===== config.mk =====
export PLATFORM = sky130hd
export DESIGN_NAME = mix_columns_seq
export DESIGN_NICKNAME = d
export VERILOG_FILES = /design/src/rtl/aes_pkg.sv /design/src/rtl/mix_single_column.sv /design/src/rtl/mix_columns_seq.sv
export SDC_FILE = /design/constraint.sdc
export NUM_CORES = 1
export LEC_CHECK = 0
export CAP_MARGIN = 30
export CORE_MARGIN = 2
export CORE_UTILIZATION = 53
export DETAILED_ROUTE_END_ITERATION = 10
export PLACE_DENSITY = 0.85
export SLEW_MARGIN = 10
export SYNTH_ARGS = -nofsm -noshare
export SYNTH_HDL_FRONTEND = slang
export SYNTH_HIERARCHICAL = 1
export SYNTH_SLANG_ARGS = --single-unit

===== constraint.sdc =====
create_clock -name iClk -period 5.5 [get_ports iClk]
set_clock_uncertainty 0.05 [all_clocks]
set_input_delay 1.1 -clock iClk [delete_from_list [all_inputs] [get_ports iClk]]
set_output_delay 1.1 -clock iClk [all_outputs]
set_load 0.05 [all_outputs]

===== src/rtl/aes_pkg.sv =====
// Shared AES definitions: column count, FSM encoding and GF(2^8) helpers.
package aes_pkg;

    localparam int         NB       = 4;
    localparam logic [1:0] LAST_COL = 2'(NB - 1);

    typedef enum logic [1:0] {
        ST_IDLE = 2'd0,
        ST_BUSY = 2'd1,
        ST_DONE = 2'd2
    } state_t;

    // Multiply by x modulo x^8 + x^4 + x^3 + x + 1.
    function automatic logic [7:0] xtime(input logic [7:0] b);
        return {b[6:0], 1'b0} ^ (b[7] ? 8'h1B : 8'h00);
    endfunction

    // Multiply by a 4-bit constant (covers 1, 2, 3, 9, B, D, E) via shift-and-add.
    function automatic logic [7:0] gf_mul(input logic [7:0] b, input logic [3:0] c);
        logic [7:0] p;
        logic [7:0] a;
        p = 8'h00;
        a = b;
        for (int i = 0; i < 4; i++) begin
            if (c[i]) begin
                p = p ^ a;
            end
            a = xtime(a);
        end
        return p;
    endfunction

endpackage


===== src/rtl/mix_single_column.sv =====
// Combinational MixColumns / InvMixColumns on one 32-bit column.
module mix_single_column
    import aes_pkg::*;
(
    input  logic [31:0] iCol,
    input  logic        iInv,
    output logic [31:0] oCol
);

    logic [7:0] s    [4];
    logic [3:0] coef [4];
    logic [7:0] r    [4];

    // Row i uses the coefficient row rotated right by i: r[i] = sum_j coef[(j-i) mod 4] * s[j].
    always_comb begin
        s[0] = iCol[31:24];
        s[1] = iCol[23:16];
        s[2] = iCol[15:8];
        s[3] = iCol[7:0];
        if (iInv) begin
            coef[0] = 4'hE;
            coef[1] = 4'hB;
            coef[2] = 4'hD;
            coef[3] = 4'h9;
        end else begin
            coef[0] = 4'h2;
            coef[1] = 4'h3;
            coef[2] = 4'h1;
            coef[3] = 4'h1;
        end
        for (int i = 0; i < 4; i++) begin
            r[i] = 8'h00;
            for (int j = 0; j < 4; j++) begin
                r[i] = r[i] ^ gf_mul(s[j], coef[2'(j - i + 4)]);
            end
        end
        oCol = {r[0], r[1], r[2], r[3]};
    end

endmodule


===== src/rtl/mix_columns_seq.sv =====
// Sequential MixColumns stage: one column per clock, valid/ready on both sides.
//
// state   | meaning
// --------+-----------------------------------------------------------
// IDLE    | waiting for a state from ShiftRows, oReady = 1
// BUSY    | transforming column col_q of the working register
// DONE    | result held on oData with oValid = 1 until iReady
module mix_columns_seq
    import aes_pkg::*;
(
    input  logic         iClk,
    input  logic         iRst_n,
    input  logic         iValid,
    output logic         oReady,
    input  logic [127:0] iData,
    input  logic         iInv,
    input  logic         iBypass,
    output logic         oValid,
    input  logic         iReady,
    output logic [127:0] oData
);

    state_t       state_q, state_d;
    logic [1:0]   col_q, col_d;
    logic [127:0] work_q, work_d;
    logic         inv_q, inv_d;
    logic         byp_q, byp_d;
    logic         valid_q, valid_d;
    logic         ready_q, ready_d;

    logic [31:0]  col_in;
    logic [31:0]  col_mixed;
    logic [31:0]  col_out;

    // Pick the column under work; column 0 sits in the top word.
    always_comb begin
        col_in = work_q[127:96];
        case (col_q)
            2'd1:    col_in = work_q[95:64];
            2'd2:    col_in = work_q[63:32];
            2'd3:    col_in = work_q[31:0];
            default: col_in = work_q[127:96];
        endcase
    end

    mix_single_column u_mix (
        .iCol (col_in),
        .iInv (inv_q),
        .oCol (col_mixed)
    );

    assign col_out = byp_q ? col_in : col_mixed;

    // Next-state logic; outputs are computed here and registered so they are glitch-free.
    always_comb begin
        state_d = state_q;
        col_d   = col_q;
        work_d  = work_q;
        inv_d   = inv_q;
        byp_d   = byp_q;
        valid_d = valid_q;
        ready_d = ready_q;
        case (state_q)
            ST_IDLE: begin
                if (iValid) begin
                    work_d  = iData;
                    inv_d   = iInv;
                    byp_d   = iBypass;
                    col_d   = 2'd0;
                    ready_d = 1'b0;
                    state_d = ST_BUSY;
                end
            end
            ST_BUSY: begin
                case (col_q)
                    2'd1:    work_d[95:64]  = col_out;
                    2'd2:    work_d[63:32]  = col_out;
                    2'd3:    work_d[31:0]   = col_out;
                    default: work_d[127:96] = col_out;
                endcase
                col_d = col_q + 2'd1;
                if (col_q == LAST_COL) begin
                    valid_d = 1'b1;
                    state_d = ST_DONE;
                end
            end
            ST_DONE: begin
                if (iReady) begin
                    valid_d = 1'b0;
                    ready_d = 1'b1;
                    state_d = ST_IDLE;
                end
            end
            default: begin
                valid_d = 1'b0;
                ready_d = 1'b1;
                state_d = ST_IDLE;
            end
        endcase
    end

    // State registers with synchronous reset; a reset mid-block discards the partial result.
    always_ff @(posedge iClk) begin
        if (!iRst_n) begin
            state_q <= ST_IDLE;
            col_q   <= 2'd0;
            work_q  <= 128'h0;
            inv_q   <= 1'b0;
            byp_q   <= 1'b0;
            valid_q <= 1'b0;
            ready_q <= 1'b1;
        end else begin
            state_q <= state_d;
            col_q   <= col_d;
            work_q  <= work_d;
            inv_q   <= inv_d;
            byp_q   <= byp_d;
            valid_q <= valid_d;
            ready_q <= ready_d;
        end
    end

    assign oValid = valid_q;
    assign oReady = ready_q;
    assign oData  = work_q;

endmodule


==> Implementation_results.wiki, run 1 <==
{| class="wikitable"
! Metric !! Value
|-
| Status || finished clean
|-
| DRT iter0 DRCs || 1,460
|-
| Hold buffers post-CTS || 0
|-
| Die Footprint || 0.0183 mm^2
|-
| Ant diodes || 0
|-
| Crit share post-route || 76.3%
|-
| Number of global-route vias before repair || 8,958
|-
| DR vias || 9,600
|-
| CTS clock-pin slew for the worst setup and hold paths || 0.06 ns
|-
| Peak ir drop on the vdd network || 0.292 mV
|-
| Count of antenna-violating nets left after detailed routing || 0
|-
| Worst Tran Pin Value || 0.996 ns
|-
| List of cells traversed by the critical path || ha_1 -> buf_4 -> a222oi_1 -> mux2i_1 -> xor2_1 -> xnor2_1 -> xnor2_1 -> nand2_1 -> xnor2_1 -> mux2i_1 -> o221ai_1
|-
| Post-synth EDFFs || 0
|-
| Top_reg_cell synth || sky130_fd_sc_hd__dfxtp_1
|-
| Cell area power density || 382 mW/mm^2
|-
| Clock tree from TritonCTS || yes
|-
| Most common cell on crit path || sky130_fd_sc_hd__xnor2_1
|-
| Average cell area after synthesis || 9.09 um^2
|-
| Core area || 0.0171 mm^2
|-
| Fin. max-slew vios || 0
|-
| Pin count of the biggest net entering global routing || 94
|-
| Number of buffers added by the clock tree synthesis step || 17
|-
| Placer congestion estimate || 0.985
|-
| Drt drc || 0
|-
| Post-CTS sizing || 0
|-
| First-pass GRT wire length || 52.1 mm
|-
| Yosys warning count || 6
|-
| Post-DR wirelength/cell || 24.3 um
|-
| Final Critical Period || 4.19 ns
|-
| Arrival time at the worst endpoint || 4.42 ns
|-
| P&R area growth vs syn || 33.6%
|-
| Unrepaired setup endpoints after global routing || no
|-
| Number of nets in the synthesized netlist || 1,144
|-
| Number of clock sinks || 136
|-
| Gate count after technology mapping || 1,006
|-
| Largest fanout of any net on the critical path || 21
|-
| First drt pass iteration count || 8
|-
| Summed instance area of the synthesized netlist || 0.00914 mm^2
|-
| Chip Height || 135 um
|-
| Clock root buffer master || sky130_fd_sc_hd__clkbuf_16
|-
| Slowest stage cell on the critical path || sky130_fd_sc_hd__ha_1
|-
| Portion of the post-synthesis area used by sequential elements || 29.8%
|-
| Overall overflow remaining after global route || 0
|-
| Flop and latch count out of synthesis || 136
|-
| IO Pins || 264
|-
| Num rows || 48
|-
| Latest clock arrival within the worst-skew pair || 0.43 ns
|-
| Number of endpoints with negative hold slack in the final report || 0
|-
| Worst Hold Class || reg2reg
|-
| # Max-Cap Violations || 0
|-
| Kind of start point of the critical path || flip-flop
|-
| Peak per-stage delay on the critical path || 0.80 ns
|-
| Number of antenna violations at the first check in global routing || 0
|-
| Static leakage || 4.14 nW
|-
| Input/output buffers || 263
|-
| Share of synthesized registers carrying an async set or reset || 0%
|-
| Chip Width || 135 um
|-
| Critical path required time || 5.72 ns
|-
| Maximum clock frequency || 238 MHz
|-
| Net total in the final layout || 1,323
|-
| Estimated wirelength of the detail-placed design || 23.8 mm
|-
| Initial core utilization || 53.6%
|-
| Number of setup violations in the final report || 0
|-
| Setup Fix Bufs, Post-CTS || 0
|-
| Number of different library cells in the post-synthesis netlist || 33
|-
| Detail-routed via count per cell || 6.75
|-
| Pwr Total || 0.00467 W
|-
| WS Path Type || reg2reg
|-
| Max transition margin || 33.5%
|-
| Maximum root-to-sink buffer count || 2
|-
| Fraction of final layout cells sized beyond drive strength 1 || 8.69%
|-
| Deepest level of the CTS H-tree || 4
|-
| Global routing usage summed across all routing layers || 37.2%
|-
| Total Neg Setup Slack || 0 ns
|-
| Type of destination of the critical path || flip-flop
|-
| Routed Wire Length || 34.5 mm
|}
cell families after synthesis:
group / share of synthesized area, %
AND/OR/NAND/NOR: 16.6
AO/OA/AOI/OAI: 17.0
adder cells (fa/ha/maj): 0.547
multiplexers: 11.4
buffers and inverters: 8.40
XOR/XNOR: 16.3
flip-flops: 29.8
worst max-delay path: cells and delay by family, from the launching register on:
kind | cells | cell delay, ns
mux | 2 | 1.05
fa+ha+maj | 1 | 0.80
flops | 1 | 0.42
simple gates | 1 | 0.08
xor+xnor | 4 | 0.92
compound gates | 2 | 0.36
buf+inv | 1 | 0.34
sequential cells by signal, indices dropped and copies added, names as in the netlist:
signal / cells
state_q: 2
byp_q: 1
oValid: 1
oData: 128
inv_q: 1
oReady: 1
col_q: 2
metrics by stage:
step / hold WS, ns / instances / util (%) / setup slack (ns) / area [um^2]
finish: 0.452 / 1422 / 71.6 / 1.31 / 12200
global route: 0.490 / 1422 / 71.6 / 0.996 / 12200
CTS: 0.452 / 1419 / 71.5 / 1.25 / 12200
detailed placement: 0.432 / 1388 / 68.1 / 1.43 / 11600
global placement: 0.428 / 1385 / 67.9 / 1.44 / 11600
floorplan: 0.406 / 1006 / - / 2.48 / 9140
metal layers:
| metal | wire length (um) | part of all wire [%] | track usage, % | vias to the layer above |
|---|---|---|---|---|
| met5 | 0 | 0 | 0 | - |
| met4 | 1080 | 3.1 | 11.6 | 0 |
| met3 | 4310 | 12 | 10.9 | 109 |
| met2 | 15500 | 45 | 55.5 | 742 |
| met1 | 13600 | 39 | 51.9 | 4613 |
| li1 | - | - | - | 4136 |
cell usage in the layout (no fill, tap or decap), types with 3 or more instances in the layout:
cell type / Yosys / final
sky130_fd_sc_hd__inv_1: 37 / 37
sky130_fd_sc_hd__xor2_1: 48 / 48
sky130_fd_sc_hd__xnor2_1: 91 / 91
sky130_fd_sc_hd__clkdlybuf4s50_1: 0 / 262
sky130_fd_sc_hd__clkbuf_16: 0 / 17
sky130_fd_sc_hd__a222oi_1: 32 / 32
sky130_fd_sc_hd__a21boi_0: 4 / 4
sky130_fd_sc_hd__ha_1: 4 / 3
sky130_fd_sc_hd__a21oi_4: 0 / 4
sky130_fd_sc_hd__nand4_1: 128 / 128
sky130_fd_sc_hd__xnor2_2: 10 / 10
sky130_fd_sc_hd__o21ai_0: 6 / 6
sky130_fd_sc_hd__mux2i_4: 28 / 28
sky130_fd_sc_hd__dfxtp_1: 136 / 135
sky130_fd_sc_hd__nand2_1: 167 / 167
sky130_fd_sc_hd__buf_4: 21 / 17
sky130_fd_sc_hd__nand3_2: 4 / 4
sky130_fd_sc_hd__mux2i_2: 3 / 3
sky130_fd_sc_hd__clkinv_4: 0 / 3
sky130_fd_sc_hd__xnor3_1: 3 / 3
sky130_fd_sc_hd__clkinv_2: 0 / 3
sky130_fd_sc_hd__mux2i_1: 37 / 37
sky130_fd_sc_hd__o221ai_1: 128 / 128
worst paths after layout:
path | startpoint | endpoint | slack [ns] | cells past startpoint
min reg2reg | oValid | oValid | 0.45 | 2
min | oValid | oValid | 0.45 | 2
max | col_q[0] | oData[13] | 1.31 | 11
max reg2reg | col_q[0] | oData[13] | 1.31 | 11
cells in the mapped netlist (all sizes together) (2+ instances only):
library cell	n	share of area [%]
a21boi	4	0.33
a21oi	4	0.38
a222oi	32	3.5
buf	74	4.9
clkbuf	49	2.0
dfxtp	136	30
ha	4	0.55
inv	37	1.5
mux2i	68	11
nand2	167	6.9
nand2b	2	0.14
nand3	4	0.44
nand4	128	8.8
nor2	3	0.15
nor2b	2	0.14
o21ai	6	0.33
o221ai	128	12
xnor2	101	10
xnor3	3	0.74
xor2	49	4.8
report_power, final:
| part | switching [W] | internal, W |
|---|---|---|
| combinational | 0.00141 | 0.000886 |
| sequential | 0.000128 | 0.00110 |
| clock | 0.000461 | 0.000677 |
area by class of cell:
class | instances | area (um^2)
inverter | 37 | 139
clock buffer | 20 | 447
fill | 1243 | 4840
clock inverter | 11 | 125
sequential | 136 | 2730
timing repair buffer | 283 | 2800
tap | 225 | 282
multi-input combinational | 710 | 5690
Power figures use the tool's default switching activity.
==> run 2: changes to the inputs <==
--- a/config.mk
+++ b/config.mk
@@ -7,9 +7,9 @@
 export LEC_CHECK = 0
 export CAP_MARGIN = 30
 export CORE_MARGIN = 2
-export CORE_UTILIZATION = 53
+export CORE_UTILIZATION = 44
 export DETAILED_ROUTE_END_ITERATION = 10
-export PLACE_DENSITY = 0.85
+export PLACE_DENSITY = 0.75
 export SLEW_MARGIN = 10
 export SYNTH_ARGS = -nofsm -noshare
 export SYNTH_HDL_FRONTEND = slang
==> constraint.sdc (replaced) <==
create_clock -name iClk -period 3.7 [get_ports iClk]
set_clock_uncertainty 0.05 [all_clocks]
set_input_delay 0.74 -clock iClk [delete_from_list [all_inputs] [get_ports iClk]]
set_output_delay 0.74 -clock iClk [all_outputs]
set_load 0.05 [all_outputs]
==> Implementation_results.wiki, run 2 (synthesized netlist as in run 1, its figures left out) <==
{| class="wikitable"
! Metric !! Value
|-
| First-pass GRT wire length || 52.8 mm
|-
| Input/output buffers || 263
|-
| Worst Hold Class || reg2reg
|-
| P&R area growth vs syn || 38.6%
|-
| Drt drc || 1
|-
| Net total in the final layout || 1,347
|-
| Commonest non-fill, non-tap cells in the layout || sky130_fd_sc_hd__clkdlybuf4s50_1, sky130_fd_sc_hd__nand2_1, sky130_fd_sc_hd__dfxtp_1
|-
| Max transition margin || 32.9%
|-
| Latest clock arrival within the worst-skew pair || 0.43 ns
|-
| DRT iter0 DRCs || 1,418
|-
| Placer congestion estimate || 0.922
|-
| Crit share post-route || 97.1%
|-
| Number of antenna violations at the first check in global routing || 0
|-
| Number of buffers added by the clock tree synthesis step || 17
|-
| Number of flip-flops under the largest register name || 128
|-
| Minimum setup slack in the final design || 0.109 ns
|-
| Number of global-route vias before repair || 8,807
|-
| Routed Wire Length || 35.3 mm
|-
| DR vias || 9,448
|-
| Count of antenna-violating nets left after detailed routing || 0
|-
| Type of destination of the critical path || flip-flop
|-
| Power Internal || 0.00420 W
|-
| Overall overflow remaining after global route || 0
|-
| Pin count of the biggest net entering global routing || 179
|-
| WS Path Type || reg2reg
|-
| Final core utilization || 62.5%
|-
| IO Pins || 264
|-
| Clock root buffer master || sky130_fd_sc_hd__clkbuf_16
|-
| Fraction of final layout cells sized beyond drive strength 1 || 11.8%
|-
| Unrepaired setup endpoints after global routing || no
|-
| Portion of total power attributed to combinational logic || 48.7%
|-
| Detail-routed via count per cell || 6.33
|-
| Maximum root-to-sink buffer count || 2
|-
| First drt pass iteration count || 10
|-
| Peak ir drop on the vdd network || 0.377 mV
|-
| Initial core utilization || 45.0%
|-
| Status || finished with violations
|-
| Net switching fraction of the power || 42.4%
|-
| Static leakage || 4.32 nW
|-
| Filler cell count in the final layout || 1,660
|-
| Maximum clock frequency || 278 MHz
|-
| Cell area power density || 575 mW/mm^2
|-
| Post-DR wirelength/cell || 23.7 um
|-
| Die Footprint || 0.0219 mm^2
|-
| Fraction of power consumed by the clock network || 26.2%
|-
| Critical path required time || 3.98 ns
|-
| Number of clock sinks || 136
|-
| Most common library cell in the layout ignoring fill and taps || sky130_fd_sc_hd__clkdlybuf4s50_1
|-
| Clock tree from TritonCTS || yes
|-
| Core area || 0.0203 mm^2
|-
| Chip Width || 148 um
|-
| Total Neg Setup Slack || 0 ns
|-
| Sequential share of power || 25.1%
|-
| Largest fanout of any net on the critical path || 13
|-
| Ant diodes || 0
|-
| Placement Setup Slack || 0.110 ns
|-
| Final Critical Period || 3.59 ns
|-
| Failing checks || design-rule violations
|-
| # Max-Cap Violations || 0
|-
| Power spent charging and discharging nets || 0.00309 W
|-
| Num rows || 52
|-
| Number of endpoints with negative hold slack in the final report || 0
|-
| Number of setup violations in the final report || 0
|-
| Worst Tran Pin Value || 1.01 ns
|-
| Kind of start point of the critical path || flip-flop
|-
| CTS clock-pin slew for the worst setup and hold paths || 0.07 ns
|-
| Chip Height || 148 um
|-
| Deepest level of the CTS H-tree || 4
|-
| Estimated wirelength of the detail-placed design || 25.0 mm
|-
| Arrival time at the worst endpoint || 3.87 ns
|-
| Fin. max-slew vios || 0
|-
| Global routing usage summed across all routing layers || 31.0%
|}
[run 2: cell types whose count changed in the layout (fill, tap and decap cells not counted), moves of 3 or more]
cell,change
sky130_fd_sc_hd__buf_4,+21
sky130_fd_sc_hd__mux2i_1,-5
sky130_fd_sc_hd__inv_6,+3
sky130_fd_sc_hd__mux2i_2,+3
sky130_fd_sc_hd__xnor2_2,+5
sky130_fd_sc_hd__clkinv_2,-3
sky130_fd_sc_hd__buf_12,+6
sky130_fd_sc_hd__xnor2_1,-5
[run 2: metal layers]
metal / share of wire (%) / routed length [um] / GRT usage [%]
met5: 0 / 0 / 0
met2: 46 / 16100 / 47.1
met3: 10 / 3630 / 6.41
met4: 2.9 / 1030 / 9.05
met1: 41 / 14500 / 44.4
[run 2: cell type report]
cell class,count,area (um^2),share of cell area (%)
clock buffers,18,439,3.46
well taps,270,338,2.66
flip-flops and latches,136,2730,21.5
clock inverters,14,211,1.67
repair buffers,307,3040,24.0
multi-input cells,710,5780,45.6
inverters,37,139,1.10
[run 2: per-stage QoR]
| step | hold slack (ns) | cells | total power [W] | cell area [um^2] |
|---|---|---|---|---|
| after detailed placement | 0.419 | 1458 | 0.00526 | 11900 |
| after global placement | 0.414 | 1457 | 0.00523 | 11900 |
| after floorplan | 0.406 | 1006 | 0.00420 | 9140 |
| after global routing | 0.461 | 1492 | 0.00750 | 12700 |
| final | 0.430 | 1492 | 0.00729 | 12700 |
| after CTS | 0.428 | 1490 | 0.00717 | 12600 |
[run 2: power by group through the flow]
stage	sequential (W)	clock (W)	combinational [W]
after detailed placement	0.00185	0	0.00342
after floorplan	0.00235	0	0.00185
after global placement	0.00185	0	0.00339
after global routing	0.00184	0.00197	0.00369
after CTS	0.00182	0.00191	0.00344
final	0.00183	0.00191	0.00355
[run 2: path summary, 6_finish.rpt]
kind                               start          to  slack [ns]  cells after the start
worst max-delay path            col_q[0]  oData[115]        0.11                     12
worst min-delay path              oValid      oValid        0.43                      2
worst max register to register  col_q[0]  oData[115]        0.11                     12
worst min register to register    oValid      oValid        0.43                      2
[run 2: timing repair]
| item | 4_1_cts | 5_1_grt |
|---|---|---|
| buffers inserted | 0 | 1 |
| resized for setup | 0 | 15 |
| hold buffers | 0 | 0 |
| endpoints found under the setup margin | 0 | 43 |
[run 2: critical path, cell delays in order, from the launching register on]
cell                       delay, ns
sky130_fd_sc_hd__dfxtp_1        0.40
sky130_fd_sc_hd__inv_1          0.09
sky130_fd_sc_hd__ha_2           0.25
sky130_fd_sc_hd__buf_4          0.21
sky130_fd_sc_hd__a222oi_1       0.52
sky130_fd_sc_hd__mux2i_1        0.23
sky130_fd_sc_hd__xor2_1         0.45
sky130_fd_sc_hd__xnor2_1        0.24
sky130_fd_sc_hd__xnor2_1        0.23
sky130_fd_sc_hd__nand2_1        0.09
sky130_fd_sc_hd__xnor2_1        0.30
sky130_fd_sc_hd__mux2i_4        0.15
sky130_fd_sc_hd__o221ai_1       0.28
